## config.mk

```make
export PLATFORM = sky130hd
export DESIGN_NAME = ex_mem_stage
export DESIGN_NICKNAME = d
export VERILOG_FILES = /design/src/rtl/mips_pkg.sv /design/src/rtl/alu_bf2.sv /design/src/rtl/ex_mem_stage.sv
export SDC_FILE = /design/constraint.sdc
export NUM_CORES = 1
export LEC_CHECK = 0
export CAP_MARGIN = 15
export CORE_MARGIN = 2
export CORE_UTILIZATION = 30
export DETAILED_ROUTE_END_ITERATION = 12
export HOLD_SLACK_MARGIN = 0.06
export PLACE_DENSITY = 0.54
export SLEW_MARGIN = 20
export SYNTH_ARGS = -nofsm -noshare
export SYNTH_HDL_FRONTEND = slang
export SYNTH_SLANG_ARGS = --single-unit
```

## constraint.sdc

```tcl
create_clock -name clk_BF2 -period 5.4 [get_ports clk_BF2]
set_input_delay 1.08 -clock clk_BF2 [delete_from_list [all_inputs] [get_ports clk_BF2]]
set_output_delay 1.08 -clock clk_BF2 [all_outputs]
set_load 0.05 [all_outputs]
```

## src/rtl/mips_pkg.sv

```systemverilog
// Shared definitions for the MIPS EX/MEM stage: field widths, funct codes,
// ALUOp encodings, the multiplier FSM states and the EX/MEM register layout.
package mips_pkg;

  localparam int PC_W   = 8;
  localparam int DATA_W = 32;
  localparam int REG_W  = 5;
  localparam int CTL_W  = 3;

  localparam logic [5:0] FUNCT_ADD  = 6'h20;
  localparam logic [5:0] FUNCT_SUB  = 6'h22;
  localparam logic [5:0] FUNCT_AND  = 6'h24;
  localparam logic [5:0] FUNCT_OR   = 6'h25;
  localparam logic [5:0] FUNCT_NOR  = 6'h27;
  localparam logic [5:0] FUNCT_SLT  = 6'h2A;
  localparam logic [5:0] FUNCT_MULT = 6'h18;

  localparam logic ALUOP_ADD   = 1'b0;
  localparam logic ALUOP_RTYPE = 1'b1;

  typedef enum logic {IDLE = 1'b0, MUL = 1'b1} state_t;

  typedef struct packed {
    logic [CTL_W-1:0]  wb;
    logic [CTL_W-1:0]  m;
    logic [DATA_W-1:0] result;
    logic [DATA_W-1:0] store;
    logic [REG_W-1:0]  wreg;
    logic [PC_W-1:0]   target;
    logic              valid;
  } bf2_t;

endpackage

```

## src/rtl/alu_bf2.sv

```systemverilog
// Combinational ALU-control decode plus ALU for the execute stage. MULT is
// only flagged here; the iterative multiplier lives in the stage top.
module alu_bf2
  import mips_pkg::*;
(
  input  logic              alu_op,
  input  logic [5:0]        funct,
  input  logic [DATA_W-1:0] op_a,
  input  logic [DATA_W-1:0] op_b,
  output logic [DATA_W-1:0] result,
  output logic              illegal,
  output logic              is_mult
);

  // decode ALUOp/funct and evaluate the selected operation
  always_comb begin
    result  = {DATA_W{1'b0}};
    illegal = 1'b0;
    is_mult = 1'b0;
    if (alu_op == ALUOP_ADD) begin
      result = op_a + op_b;
    end else begin
      case (funct)
        FUNCT_ADD:  result = op_a + op_b;
        FUNCT_SUB:  result = op_a - op_b;
        FUNCT_AND:  result = op_a & op_b;
        FUNCT_OR:   result = op_a | op_b;
        FUNCT_NOR:  result = ~(op_a | op_b);
        FUNCT_SLT:  result = {{(DATA_W-1){1'b0}}, ($signed(op_a) < $signed(op_b))};
        FUNCT_MULT: is_mult = 1'b1;
        default:    illegal = 1'b1;
      endcase
    end
  end

endmodule

```

## src/rtl/ex_mem_stage.sv

```systemverilog
// Execute stage and EX/MEM pipeline register (BF2), including a 32-step
// shift-add multiplier that back-pressures BF1 through busy_BF2.
module ex_mem_stage
  import mips_pkg::*;
#(
  parameter int MUL_CYCLES = 32
) (
  input  logic              clk_BF2,
  input  logic              rstn_BF2,
  input  logic              valid_BF2_IN,
  input  logic [CTL_W-1:0]  WB_BF2_IN,
  input  logic [CTL_W-1:0]  M_BF2_IN,
  input  logic              RegDst_BF2_IN,
  input  logic              ALUOp_BF2_IN,
  input  logic              ALUSrc_BF2_IN,
  input  logic [PC_W-1:0]   nextInst_BF2_IN,
  input  logic [DATA_W-1:0] regData1_BF2_IN,
  input  logic [DATA_W-1:0] regData2_BF2_IN,
  input  logic [DATA_W-1:0] rdshfunct_BF2_IN,
  input  logic [REG_W-1:0]  rd_BF2_IN,
  input  logic [REG_W-1:0]  rt_BF2_IN,
  input  logic              flush_BF2,
  input  logic              stall_BF2,
  output logic [CTL_W-1:0]  WB_BF2,
  output logic [CTL_W-1:0]  M_BF2,
  output logic [DATA_W-1:0] aluResult_BF2,
  output logic              zero_BF2,
  output logic [DATA_W-1:0] storeData_BF2,
  output logic [REG_W-1:0]  writeReg_BF2,
  output logic [PC_W-1:0]   branchTarget_BF2,
  output logic              valid_BF2,
  output logic              busy_BF2
);

  localparam int CNT_W = $clog2(MUL_CYCLES);
  localparam logic [CNT_W-1:0] CNT_LAST = CNT_W'(MUL_CYCLES - 1);

  state_t            state_r, state_nxt_s;
  logic [CNT_W-1:0]  cnt_r, cnt_nxt_s;
  bf2_t              out_r, nxt_s;
  logic              zero_r;
  logic              capture_s;

  logic [DATA_W-1:0] op_b_s, alu_res_s, mul_step_s;
  logic [REG_W-1:0]  dest_s;
  logic [PC_W-1:0]   target_s;
  logic              illegal_s, is_mult_s;

  logic [DATA_W-1:0] mcand_r, mplier_r, prod_r, cap_store_r;
  logic [CTL_W-1:0]  cap_wb_r, cap_m_r;
  logic [REG_W-1:0]  cap_wreg_r;
  logic [PC_W-1:0]   cap_tgt_r;

  assign op_b_s     = ALUSrc_BF2_IN ? rdshfunct_BF2_IN : regData2_BF2_IN;
  assign dest_s     = RegDst_BF2_IN ? rd_BF2_IN : rt_BF2_IN;
  assign target_s   = nextInst_BF2_IN + rdshfunct_BF2_IN[PC_W-1:0];
  // final partial product folds in combinationally so completion needs no extra cycle
  assign mul_step_s = prod_r + (mplier_r[0] ? mcand_r : {DATA_W{1'b0}});

  alu_bf2 u_alu (
    .alu_op  (ALUOp_BF2_IN),
    .funct   (rdshfunct_BF2_IN[5:0]),
    .op_a    (regData1_BF2_IN),
    .op_b    (op_b_s),
    .result  (alu_res_s),
    .illegal (illegal_s),
    .is_mult (is_mult_s)
  );

  // next-state, counter and next EX/MEM register contents
  always_comb begin
    nxt_s       = '0;
    state_nxt_s = state_r;
    cnt_nxt_s   = cnt_r;
    capture_s   = 1'b0;
    case (state_r)
      IDLE: begin
        if (valid_BF2_IN && is_mult_s) begin
          capture_s   = 1'b1;
          state_nxt_s = MUL;
          cnt_nxt_s   = {CNT_W{1'b0}};
        end else if (valid_BF2_IN) begin
          nxt_s.wb     = illegal_s ? {CTL_W{1'b0}} : WB_BF2_IN;
          nxt_s.m      = illegal_s ? {CTL_W{1'b0}} : M_BF2_IN;
          nxt_s.result = alu_res_s;
          nxt_s.store  = regData2_BF2_IN;
          nxt_s.wreg   = dest_s;
          nxt_s.target = target_s;
          nxt_s.valid  = 1'b1;
        end else begin
          nxt_s = '0;
        end
      end
      MUL: begin
        if (cnt_r == CNT_LAST) begin
          nxt_s.wb     = cap_wb_r;
          nxt_s.m      = cap_m_r;
          nxt_s.result = mul_step_s;
          nxt_s.store  = cap_store_r;
          nxt_s.wreg   = cap_wreg_r;
          nxt_s.target = cap_tgt_r;
          nxt_s.valid  = 1'b1;
          state_nxt_s  = IDLE;
          cnt_nxt_s    = {CNT_W{1'b0}};
        end else begin
          cnt_nxt_s = cnt_r + CNT_W'(1);
        end
      end
      default: begin
        state_nxt_s = IDLE;
        cnt_nxt_s   = {CNT_W{1'b0}};
      end
    endcase
  end

  // FSM, counter and EX/MEM output register; flush beats stall
  always_ff @(posedge clk_BF2 or negedge rstn_BF2) begin
    if (!rstn_BF2) begin
      state_r <= IDLE;
      cnt_r   <= {CNT_W{1'b0}};
      out_r   <= '0;
      zero_r  <= 1'b0;
    end else if (flush_BF2) begin
      state_r <= IDLE;
      cnt_r   <= {CNT_W{1'b0}};
      out_r   <= '0;
      zero_r  <= 1'b1;
    end else if (!stall_BF2) begin
      state_r <= state_nxt_s;
      cnt_r   <= cnt_nxt_s;
      out_r   <= nxt_s;
      zero_r  <= (nxt_s.result == {DATA_W{1'b0}});
    end
  end

  // multiplier operands, running product and captured instruction fields
  always_ff @(posedge clk_BF2 or negedge rstn_BF2) begin
    if (!rstn_BF2) begin
      mcand_r     <= {DATA_W{1'b0}};
      mplier_r    <= {DATA_W{1'b0}};
      prod_r      <= {DATA_W{1'b0}};
      cap_store_r <= {DATA_W{1'b0}};
      cap_wb_r    <= {CTL_W{1'b0}};
      cap_m_r     <= {CTL_W{1'b0}};
      cap_wreg_r  <= {REG_W{1'b0}};
      cap_tgt_r   <= {PC_W{1'b0}};
    end else if (!flush_BF2 && !stall_BF2) begin
      if (capture_s) begin
        mcand_r     <= regData1_BF2_IN;
        mplier_r    <= op_b_s;
        prod_r      <= {DATA_W{1'b0}};
        cap_store_r <= regData2_BF2_IN;
        cap_wb_r    <= WB_BF2_IN;
        cap_m_r     <= M_BF2_IN;
        cap_wreg_r  <= dest_s;
        cap_tgt_r   <= target_s;
      end else if (state_r == MUL) begin
        mcand_r  <= mcand_r << 1;
        mplier_r <= mplier_r >> 1;
        prod_r   <= mul_step_s;
      end
    end
  end

  assign WB_BF2           = out_r.wb;
  assign M_BF2            = out_r.m;
  assign aluResult_BF2    = out_r.result;
  assign zero_BF2         = zero_r;
  assign storeData_BF2    = out_r.store;
  assign writeReg_BF2     = out_r.wreg;
  assign branchTarget_BF2 = out_r.target;
  assign valid_BF2        = out_r.valid;
  assign busy_BF2         = (state_r == MUL);

endmodule
```

==> metrics, run 1 <==
worst skew pair latency 0.60 ns; Die Y 252 µm; Iter 0 DRT Violations 1496; Critical Path RT 5.91 ns; Worst Skew 0.0157 ns; CP Capture Type flop; Filler cells 6225; final WL 75.4 mm; Placement Rows 90; Port Buffers 213; Max-cap violations 0; mux cell area share after synthesis 0.0502; fmax 0.192 GHz; Cells after DPL 3341; adder-cell area share of the yosys netlist 0.111; # DRC 0; capturing point of the worst reg2reg path zero_BF2; Core Util, Final 0.394; relative slew slack 0.292; core area 60600 µm²; Initial Util 0.305; Avg Cell Area, Syn 8.23 µm²; CTS tree done; DP HPWL 58.2 mm; sequential element share of the synthesized area 0.322; CTS resizes 0; Final Hold Vio Count 0; Worst Setup SP regData2_BF2_IN[0]; CP Max Fanout 5; Setup WS post-layout 0.195 ns; critical path class in -> reg; Synth Net Count 2535; Pleak 10.8 nW; area grow syn2layout 29.2%; asr flop ratio synth 1.00; Num CTS Buffers 30; Layout Cells excl Fill 3398; routed vias 18200; largest net degree at the start of global routing 125; GRT Util Overall 0.233; crit path DAT 5.72 ns; Final Cycle Share 0.964; Final GP Congestion 0.943; Max Slew Vio Count 0; Gate Count Post-Synth 2245; largest family of logic cells by synthesized area compound AO/OA/AOI/OAI gates; peak supply drop 0.170 mV; Clock Tree Root clkbuf_16; worst reg-to-reg setup slack 0.96 ns; ratio of cells with drive above 1 in the final layout 0.126; top_reg_cell synth dfrtp_1; Top Ports 214; CTS Hold Bufs 0; post-layout power 5.48 mW; status complete, no violations; # Post-CTS Setup Buffers 0; Mapped Area 18500 µm²; Slew @ Worst Pin 1.05 ns; post-synth cell types 100; post-synthesis xor/xnor area fraction 0.0535; clk buf depth 3; minimum clock period 5.20 ns; Post-synth EDFFs 0; Detail Route Antenna Nets 0; Worst Hold Class in -> async; Syn. warnings 0; CP max-delay cell a211oi_1; first-pass GRT wire length 114 mm; Compound-Gate Fraction of Synth Area 0.227; final setup fails 0; drt wl/cell 22.2 µm; Reg clk slew, reported paths 0.06 ns; dpl ws -0.172 ns; worst path cell trace clkdlybuf4s50_1 > mux2i_1 > inv_1 > ha_1 > buf_4 > a21o_1 > a2111o_1 > a211oi_1 > buf_4 > nor2_1 > a21oi_1 > xnor2_1 > o211ai_1 > o21ai_0 > nor4_1 > buf_4 > nand4_1 > o31ai_2; most frequent cells in the layout nand2_1, dfrtp_1, buf_4; die area 63600 µm²; first-pass iteration count of the detailed router 8; most common cell after layout, fill and taps aside nand2_1; simple-gate share of the synthesized area 0.187; Reg2Reg Launch Point mplier_r[0]; Die W 252 µm; Register-to-Register Path Depth 15; synthesized flop and latch total 238; final net count 2881; max incr delay on CP 0.60 ns; Sink Count 238; PwrDens 229 nW/µm²; most common cell type on the critical path buf_4; GRT overflow 0; initial antenna violation count 4; vias in the first global route 18000; vias per cell 5.35; unrepaired setup endpoints after global routing no; Critical Path Source Type primary input; H-tree levels 1
kinds of logic after synthesis:
family	after synthesis
AND/OR/NAND/NOR	753
AO/OA/AOI/OAI	653
flip-flops	238
buffers and inverters	234
adder cells (fa/ha/maj)	162
XOR/XNOR	113
multiplexers	92
worst max path at each step:
stage	endpoint	slack, ns	cells past startpoint
after floorplan	zero_BF2	0.40	18
after global placement	zero_BF2	-0.18	19
after detailed placement	zero_BF2	-0.17	18
after CTS	zero_BF2	0.45	18
after global routing	zero_BF2	0.008	18
final	zero_BF2	0.20	18
critical path, delay by kind of cell:
family | cells | cell delay (ns)
compound gates | 7 | 2.19
buf+inv | 5 | 1.11
simple gates | 3 | 0.58
mux | 1 | 0.44
fa+ha+maj | 1 | 0.22
xor+xnor | 1 | 0.09
cells in the mapped netlist (16+ instances only):
cell type	number	area [µm²]
a22oi_1	23	173
xor2_1	29	254
nor2_1	200	751
xnor2_1	84	736
clkbuf_1	96	360
o21ai_0	198	991
a211oi_1	19	143
inv_1	112	420
dfrtp_1	238	5960
ha_1	158	1980
and2_1	41	257
nand4_1	17	106
a22o_1	21	184
a21o_1	16	120
mux2i_1	87	871
nand2_1	330	1240
a21oi_1	183	916
nand3_1	27	135
o21a_1	19	143
a31oi_1	17	106
nor3_1	25	125
state kept, by name, indices dropped and copies added (netlist names), 5 cells and up:
name and flops:
aluResult_BF2 32, branchTarget_BF2 8, cap_store_r 32, cap_tgt_r 8, cap_wreg_r 5, cnt_r 5, mcand_r 32, mplier_r 32
prod_r 32, storeData_BF2 32, writeReg_BF2 5
area by class of cell:
type	instances	area (µm²)	area share
clock buffers	45	867	0.0363
flip-flops and latches	238	5960	0.249
inverters	114	428	0.0179
repair buffers	434	3830	0.160
diodes	1	2.50	0.000105
clock inverters	11	148	0.00618
well taps	782	978	0.0410
multi-input cells	1773	11700	0.489
power by group:
part	internal [mW]	total (mW)	switching, mW
sequential	1.82	1.85	0.0272
clock	1.25	2.09	0.845
combinational	0.632	1.53	0.902
through the flow:
step / cell area, µm² / hold slack, ns / TNS, ns
final: 23900 / 0.463 / 0
after global routing: 23900 / 0.489 / 0
after floorplan: 18500 / 0.445 / 0
after global placement: 22900 / 0.457 / -0.328
after detailed placement: 22900 / 0.462 / -0.363
after CTS: 23900 / 0.477 / 0
layer usage:
metal | track usage | share of wire | vias up
li1 | - | - | 8601
met1 | 0.324 | 0.46 | 8850
met2 | 0.375 | 0.45 | 611
met3 | 0.0384 | 0.065 | 115
met4 | 0.0598 | 0.026 | 8
met5 | 0 | 0.00076 | -
(Power assumes the default switching activity.)
==> inputs of run 2 (changes only) <==
--- a/config.mk
+++ b/config.mk
@@ -10,7 +10,7 @@
 export CORE_UTILIZATION = 30
 export DETAILED_ROUTE_END_ITERATION = 12
 export HOLD_SLACK_MARGIN = 0.06
-export PLACE_DENSITY = 0.54
+export PLACE_DENSITY = 0.56
 export SLEW_MARGIN = 20
 export SYNTH_ARGS = -nofsm -noshare
 export SYNTH_HDL_FRONTEND = slang
==> constraint.sdc (replaced) <==
create_clock -name clk_BF2 -period 4.65 [get_ports clk_BF2]
set_input_delay 0.93 -clock clk_BF2 [delete_from_list [all_inputs] [get_ports clk_BF2]]
set_output_delay 0.93 -clock clk_BF2 [all_outputs]
set_load 0.05 [all_outputs]
==> metrics, run 2 (same netlist as run 1, synthesis figures left out) <==
PwrDens 254 nW/µm² (+11%); CP Max Fanout 5 (unchanged); relative slew slack 0.359 (+0.0672); Top Ports 214 (unchanged); Final GP Congestion 0.966 (+2.5%); Slew @ Worst Pin 0.956 ns (-0.0954 ns); Sink Count 238 (unchanged); Max-cap violations 0 (unchanged); minimum clock period 4.45 ns; Final Hold Vio Count 0 (unchanged); Pleak 12.0 nW (+11%); vias in the first global route 19000 (+5.0%); final net count 3097 (+7.5%); Die Y 252 µm (unchanged); Worst Hold Class in -> async; status complete, no violations; Worst Setup SP rdshfunct_BF2_IN[4]; CTS tree done; # DRC 0 (unchanged); ratio of cells with drive above 1 in the final layout 0.211 (+0.0855); GRT Util Overall 0.233 (about the same); Setup TNS Final 0 ns (unchanged); cell area after layout 25900 µm² (+8.4%); first-pass GRT wire length 114 mm (+0.21%); final setup fails 0 (unchanged); post-layout power 6.58 mW (+20%); clk buf depth 3 (unchanged); dpl ws -0.732 ns (-0.561 ns); drt wl/cell 21.2 µm (-4.6%); Critical Path Source Type primary input; fmax 0.225 GHz; Num CTS Buffers 29 (-3.3%); routed vias 19000 (+4.4%); Iter 0 DRT Violations 1544 (+3.2%); largest net degree at the start of global routing 125 (unchanged); Filler cells 6080 (-2.3%); CP max-delay cell a2111o_1; Cell Area, Placed 24400 µm² (+6.9%); peak supply drop 0.272 mV (+60%); Hold WS 0.398 ns (-0.0645 ns); crit path DAT 4.95 ns (-0.77 ns); Port Buffers 213 (unchanged); worst skew pair latency 0.60 ns (about the same); Reg clk slew, reported paths 0.06 ns (about the same); vias per cell 5.25 (-1.8%); Max Slew Vio Count 0 (unchanged); die area 63600 µm² (unchanged); Die W 252 µm (unchanged); max incr delay on CP 0.55 ns (-0.05 ns); critical path class in -> reg; Placement Rows 90 (unchanged); Final Cycle Share 0.956; worst path cell trace clkdlybuf4s50_1 > mux2i_2 > buf_4 > buf_4 > inv_1 > ha_1 > buf_4 > a2111o_1 > a211oi_4 > buf_4 > nor3_1 > o21ai_2 > o31a_1 > o21ai_1 > a21o_1 > a21oi_1 > xor2_1 > o221ai_1 > o31ai_2; first-pass iteration count of the detailed router 5 (-3); CP Capture Type flop; Critical Path RT 5.15 ns (-0.76 ns); DP HPWL 60.4 mm (+3.7%); initial antenna violation count 4 (unchanged); Setup WS post-layout 0.203 ns (+0.00724 ns); Reg2Reg Launch Point mplier_r[0]; area grow syn2layout 40.1%; most common cell type on the critical path buf_4; final WL 76.5 mm (+1.5%); GRT overflow 0 (unchanged); most frequent cells in the layout buf_4, nand2_1, dfrtp_1; Initial Util 0.305 (unchanged); Clock Tree Root clkbuf_16; Worst Skew 0.0156 ns (-0.000156 ns); H-tree levels 1 (unchanged); most common cell after layout, fill and taps aside buf_4; core area 60600 µm² (unchanged); Detail Route Antenna Nets 0 (unchanged)
[run 2: changes by cell type in the layout (fill, tap and decap cells not counted), sizes merged]
cell | before | now
dlymetal6s2s | 0 | 10
clkinv | 7 | 10
clkbuf | 45 | 41
inv | 114 | 115
clkdlybuf4s50 | 209 | 199
buf | 225 | 441
bufinv | 3 | 2
[run 2: power by group]
group          internal (mW)  leakage, nW  switching, mW  total (mW)
sequential              2.12         3.29         0.0295        2.15
combinational          0.930         8.23           1.13        2.06
clock                   1.40        0.502          0.976        2.37
[run 2: area by class of cell]
| type | instances | area, µm² | share of cell area |
|---|---|---|---|
| Timing Repair Buffer | 651 | 5550 | 0.214 |
| Clock inverter | 14 | 138 | 0.00531 |
| Inverter | 114 | 428 | 0.0165 |
| Tap cell | 782 | 978 | 0.0378 |
| Multi-Input combinational cell | 1773 | 12000 | 0.463 |
| Clock buffer | 40 | 857 | 0.0331 |
| Antenna cell | 1 | 2.50 | 0.0000966 |
| Sequential cell | 238 | 5960 | 0.230 |
[run 2: layer usage]
layer | up-vias | track usage | wire [µm]
li1 | 9061 | - | -
met1 | 9177 | 0.319 | 34500
met2 | 642 | 0.386 | 34900
met3 | 97 | 0.0351 | 5150
met4 | 6 | 0.0533 | 1900
met5 | - | 0 | 43
[run 2: repair_timing]
item                                    in CTS  in global routing
hold endpoints to repair                     0                  0
buffers inserted                             2                 10
hold buffers                                 0                  0
endpoints found under the setup margin       2                  4
pin swaps                                    1                 38
cloned                                       0                  1
gates resized for setup                      3                 67
[run 2: worst max-delay path, delay by kind of cell]
| family | cells | cell delay (ns) |
|---|---|---|
| adders and majority gates | 1 | 0.19 |
| AOI/OAI and AO/OA | 9 | 2.18 |
| xor gates and xnor gates | 1 | 0.22 |
| muxes | 1 | 0.20 |
| and+or+nand+nor | 1 | 0.06 |
| buffers and inverters | 6 | 1.15 |
[run 2: final timing paths]
path                                    to  slack [ns]  cells after the start
max                               zero_BF2        0.20                     19
min                              prod_r[7]        0.40                      1
max reg2reg                       zero_BF2        0.38                     16
min reg2reg                 cap_store_r[6]        0.47                      2
max in group asynchronous  cap_store_r[21]        3.24                      2
min in group clk_BF2        cap_store_r[6]        0.47                      2
[run 2: per-stage QoR]
step	std cells	util
final	3613	0.427
after CTS	3601	0.420
after detailed placement	3545	0.403
after global routing	3612	0.427
after floorplan	2245	-
after global placement	3545	0.403
==> inputs of run 3 (changes only) <==
--- a/config.mk
+++ b/config.mk
@@ -8,8 +8,8 @@
 export CAP_MARGIN = 15
 export CORE_MARGIN = 2
 export CORE_UTILIZATION = 30
+export CTS_BUF_LIST = sky130_fd_sc_hd__clkbuf_8 sky130_fd_sc_hd__clkbuf_16
 export DETAILED_ROUTE_END_ITERATION = 12
-export HOLD_SLACK_MARGIN = 0.06
 export PLACE_DENSITY = 0.56
 export SLEW_MARGIN = 20
 export SYNTH_ARGS = -nofsm -noshare
==> metrics, run 3 (same netlist as run 1, synthesis figures left out) <==
Pleak 12.0 nW (about the same); routed vias 19000 (-0.021%); most common cell type on the critical path buf_4; GRT Util Overall 0.233 (unchanged); Hold WS 0.398 ns (-0.000132 ns); Slew @ Worst Pin 0.956 ns (unchanged); area grow syn2layout 40.1% (unchanged); max incr delay on CP 0.55 ns (about the same); Num CTS Buffers 29 (unchanged); dpl ws -0.732 ns (unchanged); status complete, no violations; Cells after DPL 3545 (unchanged); Max Slew Vio Count 0 (unchanged); Psw 2.13 mW (about the same); core area 60600 µm² (unchanged); Critical Path Source Type primary input; Worst Skew 0.0157 ns (+0.000119 ns); drt wl/cell 21.2 µm (about the same); Flop pwr share 0.327 (about the same); PwrDens 254 nW/µm² (about the same); CP Capture Type flop; Filler cells 6080 (unchanged); DP HPWL 60.4 mm (unchanged); CP Max Fanout 5 (unchanged); GRT overflow 0 (unchanged); Setup TNS Final 0 ns (unchanged); worst path cell trace clkdlybuf4s50_1 > mux2i_2 > buf_4 > buf_4 > inv_1 > ha_1 > buf_4 > a2111o_1 > a211oi_4 > buf_4 > nor3_1 > o21ai_2 > o31a_1 > o21ai_1 > a21o_1 > a21oi_1 > xor2_1 > o221ai_1 > o31ai_2; Initial Util 0.305 (unchanged); Int Pwr 4.44 mW (-0.10%); most common cell after layout, fill and taps aside buf_4; Worst Hold Class in -> async; ratio of cells with drive above 1 in the final layout 0.211 (unchanged); final setup fails 0 (unchanged); final WL 76.5 mm (about the same); first-pass iteration count of the detailed router 5 (unchanged); Final Cycle Share 0.956 (about the same); Core Util, Final 0.427 (unchanged); Sink Count 238 (unchanged); minimum clock period 4.45 ns (-0.00219 ns); Iter 0 DRT Violations 1542 (-0.13%); H-tree levels 1 (unchanged); initial antenna violation count 4 (unchanged); Cell Area, Placed 24400 µm² (unchanged); critical path class in -> reg; peak supply drop 0.272 mV (about the same); Top Ports 214 (unchanged); cell area after layout 25900 µm² (unchanged); Max-cap violations 0 (unchanged); clock group share of total power 0.360 (about the same); vias in the first global route 19000 (unchanged); final net count 3097 (unchanged); post-layout power 6.57 mW (about the same); largest net degree at the start of global routing 125 (unchanged); # DRC 0 (unchanged); CP max-delay cell a2111o_1; Final GP Congestion 0.966 (unchanged); crit path DAT 4.95 ns (about the same); Setup WS post-layout 0.205 ns (+0.00219 ns); Clock Tree Root clkbuf_16; Final Hold Vio Count 0 (unchanged); fmax 0.225 GHz (about the same); first-pass GRT wire length 114 mm (unchanged); die area 63600 µm² (unchanged); relative slew slack 0.359 (unchanged); Die Y 252 µm (unchanged); Critical Path RT 5.15 ns (about the same); Placement Rows 90 (unchanged); Port Buffers 213 (unchanged); CTS tree done; worst skew pair latency 0.60 ns (about the same); sw frac 0.325 (about the same); Detail Route Antenna Nets 0 (unchanged); Reg clk slew, reported paths 0.06 ns (about the same); Logic pwr share 0.313 (about the same); Layout Cells excl Fill 3613 (unchanged); clk buf depth 3 (unchanged); vias per cell 5.25 (about the same); most frequent cells in the layout buf_4, nand2_1, dfrtp_1; Die W 252 µm (unchanged)
==> run 3: final timing paths <==
check	start	to	slack (ns)	depth (start not counted)
min	rstn_BF2	prod_r[7]	0.40	1
min reg2reg	cap_store_r[6]	cap_store_r[6]	0.47	2
max in group asynchronous	rstn_BF2	cap_store_r[21]	3.24	2
min in group clk_BF2	cap_store_r[6]	cap_store_r[6]	0.47	2
max reg2reg	mplier_r[0]	zero_BF2	0.38	16
max	rdshfunct_BF2_IN[4]	zero_BF2	0.20	19
==> run 3: repair_timing <==
| action | in CTS | in global routing |
|---|---|---|
| gates resized for setup | 3 | 67 |
| cloned | 0 | 1 |
| hold endpoints to repair | 0 | 0 |
| buffers inserted | 2 | 10 |
| endpoints found under the setup margin | 2 | 4 |
| hold buffers | 0 | 0 |
| pin swaps | 1 | 38 |
==> run 3: routing by layer <==
metal  vias up  share of wire  global-route usage
met4         6          0.025              0.0533
met1      9189           0.45               0.319
met3        94          0.067              0.0351
li1       9061              -                   -
met5         -        0.00056                   0
met2       629           0.46               0.386
==> run 3: area by class of cell <==
type / count / area (µm²) / share of cell area
multi-input cells: 1773 / 12000 / 0.463
repair buffers: 651 / 5550 / 0.214
well taps: 782 / 978 / 0.0378
flip-flops and latches: 238 / 5960 / 0.230
clock inverters: 16 / 145 / 0.00560
clock buffers: 38 / 850 / 0.0328
diodes: 1 / 2.50 / 0.0000966
inverters: 114 / 428 / 0.0165
==> run 3: worst max-delay path, delay by kind of cell <==
family	cells	cell delay, ns
compound gates	9	2.18
xor+xnor	1	0.21
fa+ha+maj	1	0.19
buf+inv	6	1.15
mux	1	0.20
simple gates	1	0.06
==> run 3: power by group through the flow <==
stage | sequential [mW] | clock [mW] | combinational [mW]
floorplan | 2.30 | 0 | 0.833
global placement | 2.18 | 0 | 1.95
detailed placement | 2.18 | 0 | 1.96
CTS | 2.15 | 2.43 | 1.97
global route | 2.15 | 2.51 | 2.20
finish | 2.15 | 2.37 | 2.06
==> patch (settings of run 3) <==
Reset style: synchronous (`rstn_BF2`), changed in 2 clocked blocks.
--- a/src/rtl/ex_mem_stage.sv
+++ b/src/rtl/ex_mem_stage.sv
@@ -116,3 +116,3 @@
   // FSM, counter and EX/MEM output register; flush beats stall
-  always_ff @(posedge clk_BF2 or negedge rstn_BF2) begin
+  always_ff @(posedge clk_BF2) begin
     if (!rstn_BF2) begin
@@ -136,3 +136,3 @@
   // multiplier operands, running product and captured instruction fields
-  always_ff @(posedge clk_BF2 or negedge rstn_BF2) begin
+  always_ff @(posedge clk_BF2) begin
     if (!rstn_BF2) begin
Formal check against the unedited RTL: not equivalent (Yosys sat finds a counterexample within 4 cycles, from zero or initial values and one cycle with rstn_BF2 low; the reset may be asserted at any time).
==> patch against run 3 <==
  * Non-clock buffer count is 30 higher
  * Setup slack got worse by 160 ps
  * Area after synthesis shrank 1.7%
  * Fmax fell by 3.4%
  * First-iteration DRC count fell by 18%
  * Wire length grew 2.0%
  * Sequential cell count stayed put
  * Worst hold slack better by 62 ps
  * Design area decreased by 0.32%
  * Count of clock-buffer cells in the layout decreased by 3
  * Power increased by 0.34%
  * Register-to-register slack worse by 180 ps
  * Critical path type unchanged
  * Largest cell class unchanged
==> patch: results <==
export IMPL_synth_nets=2594
export IMPL_synth_area_leaders="dfxtp_1 26%, ha_1 11%, nand2_1 5.2%, a21oi_1 4.6%, xnor2_1 4.4%"
export IMPL_gp_congestion=0.983
export IMPL_wl_met1_um=35900
export IMPL_met3_length_um=3980
export IMPL_fin_util=0.429
export IMPL_crit_family="compound AO/OA/AOI/OAI gates"
export IMPL_yosys_top_cells_count="250 x nand2_1, 238 x dfxtp_1, 189 x nor2_1, 166 x a21oi_1, 158 x ha_1"
export IMPL_grt_pass1_wl_um=118000
export IMPL_crit_fanout=4
export IMPL_dr_total_vias=19400
export IMPL_slew_headroom=0.293
export IMPL_dr_wl_met2_um=35500
export IMPL_max_vdd_ir_drop_mv=0.244
export IMPL_post_place_cells=3588
export IMPL_synth_area_leader_cell="dfxtp_1"
export IMPL_cp_slowest_cell="clkdlybuf4s50_1"
export IMPL_p_switching_mw=2.13
export IMPL_seq_power_mw=2.08
export IMPL_first_iter_violations=1260
export IMPL_grt_usage=0.242
export IMPL_final_nets=3144
export IMPL_seq_area_frac_synth=0.262
export IMPL_final_cells=3658
export IMPL_dpl_hpwl_um=60500
export IMPL_grt_antenna_before_repair=5
export IMPL_fillers=6128
export IMPL_drive_above_1_share=0.221
export IMPL_seqPwrFrac=0.315
export IMPL_dpl_cell_area_mm2=0.0243
export IMPL_avgSynthCellArea_um2=7.89
export IMPL_route_top_layer_used="met5"
export IMPL_routed_wl_um=78000
export IMPL_grt_pass1_vias=19800
export IMPL_async_flop_share=0
export IMPL_cpPeakStageDelay_ps=580
export IMPL_hold_class="flip-flop to flip-flop"
export IMPL_grt_max_degree=151
export IMPL_cts_made_buffers=30
export IMPL_fin_skew_ps=15.8
export IMPL_status="finished, final reports clean"
export IMPL_pre_cts_ws_ps=-838
export IMPL_crit_arrival_ps=5100
export IMPL_leakage_nw=11.1
==> patch: cell count changes after synthesis, sizes merged, moves of 41 or more <==
cell / before / now
a21boi: 3 / 62
a221o: 10 / 51
nor2b: 15 / 68
clkbuf: 96 / 137
nand2: 331 / 251
o211a: 1 / 42
dfxtp: 0 / 238
o21ai: 207 / 110
dfrtp: 238 / 0
==> patch: cell type report <==
class,count,share of cell area
clock inverter,18,0.00649
timing repair buffer,681,0.225
multi-input combinational,1784,0.497
antenna,1,0.0000969
inverter,119,0.0173
clock buffer,35,0.0322
sequential,238,0.185
tap,782,0.0379
==> patch: final timing paths <==
check / start / end / slack [ps] / depth (start not counted)
worst min-delay path: writeReg_BF2[3] / writeReg_BF2[3] / 460 / 2
worst min register to register: writeReg_BF2[3] / writeReg_BF2[3] / 460 / 2
worst max register to register: mcand_r[0] / zero_BF2 / 200 / 18
worst max-delay path: regData1_BF2_IN[3] / zero_BF2 / 50 / 17
==> patch: logic make-up (layout without fill, tap and decap cells) <==
family | count (synthesis) | after routing | synth area share
compound gates | 764 | 764 | 0.305
simple gates | 696 | 696 | 0.179
mux | 50 | 50 | 0.0277
flops | 238 | 238 | 0.262
buf+inv | 282 | 853 | 0.0594
xor+xnor | 112 | 112 | 0.0540
fa+ha+maj | 162 | 162 | 0.113
other cells | 0 | 1 | 0
==> patch: routing by layer <==
layer | up-vias | GRT usage
met5 | - | 0
met4 | 8 | 0.0715
met3 | 111 | 0.0336
met2 | 506 | 0.402
met1 | 9377 | 0.324
li1 | 9360 | -
==> patch: tightest hold or removal path: stages, from the launching register on <==
cell and delay [ps]:
dfxtp_1 300, nand2_1 60, a21oi_1 50
==> patch: repair_timing <==
item	in CTS	in global routing
setup endpoints to repair	1	5
buffers inserted	6	10
resized for setup	29	56
pin swaps	8	29
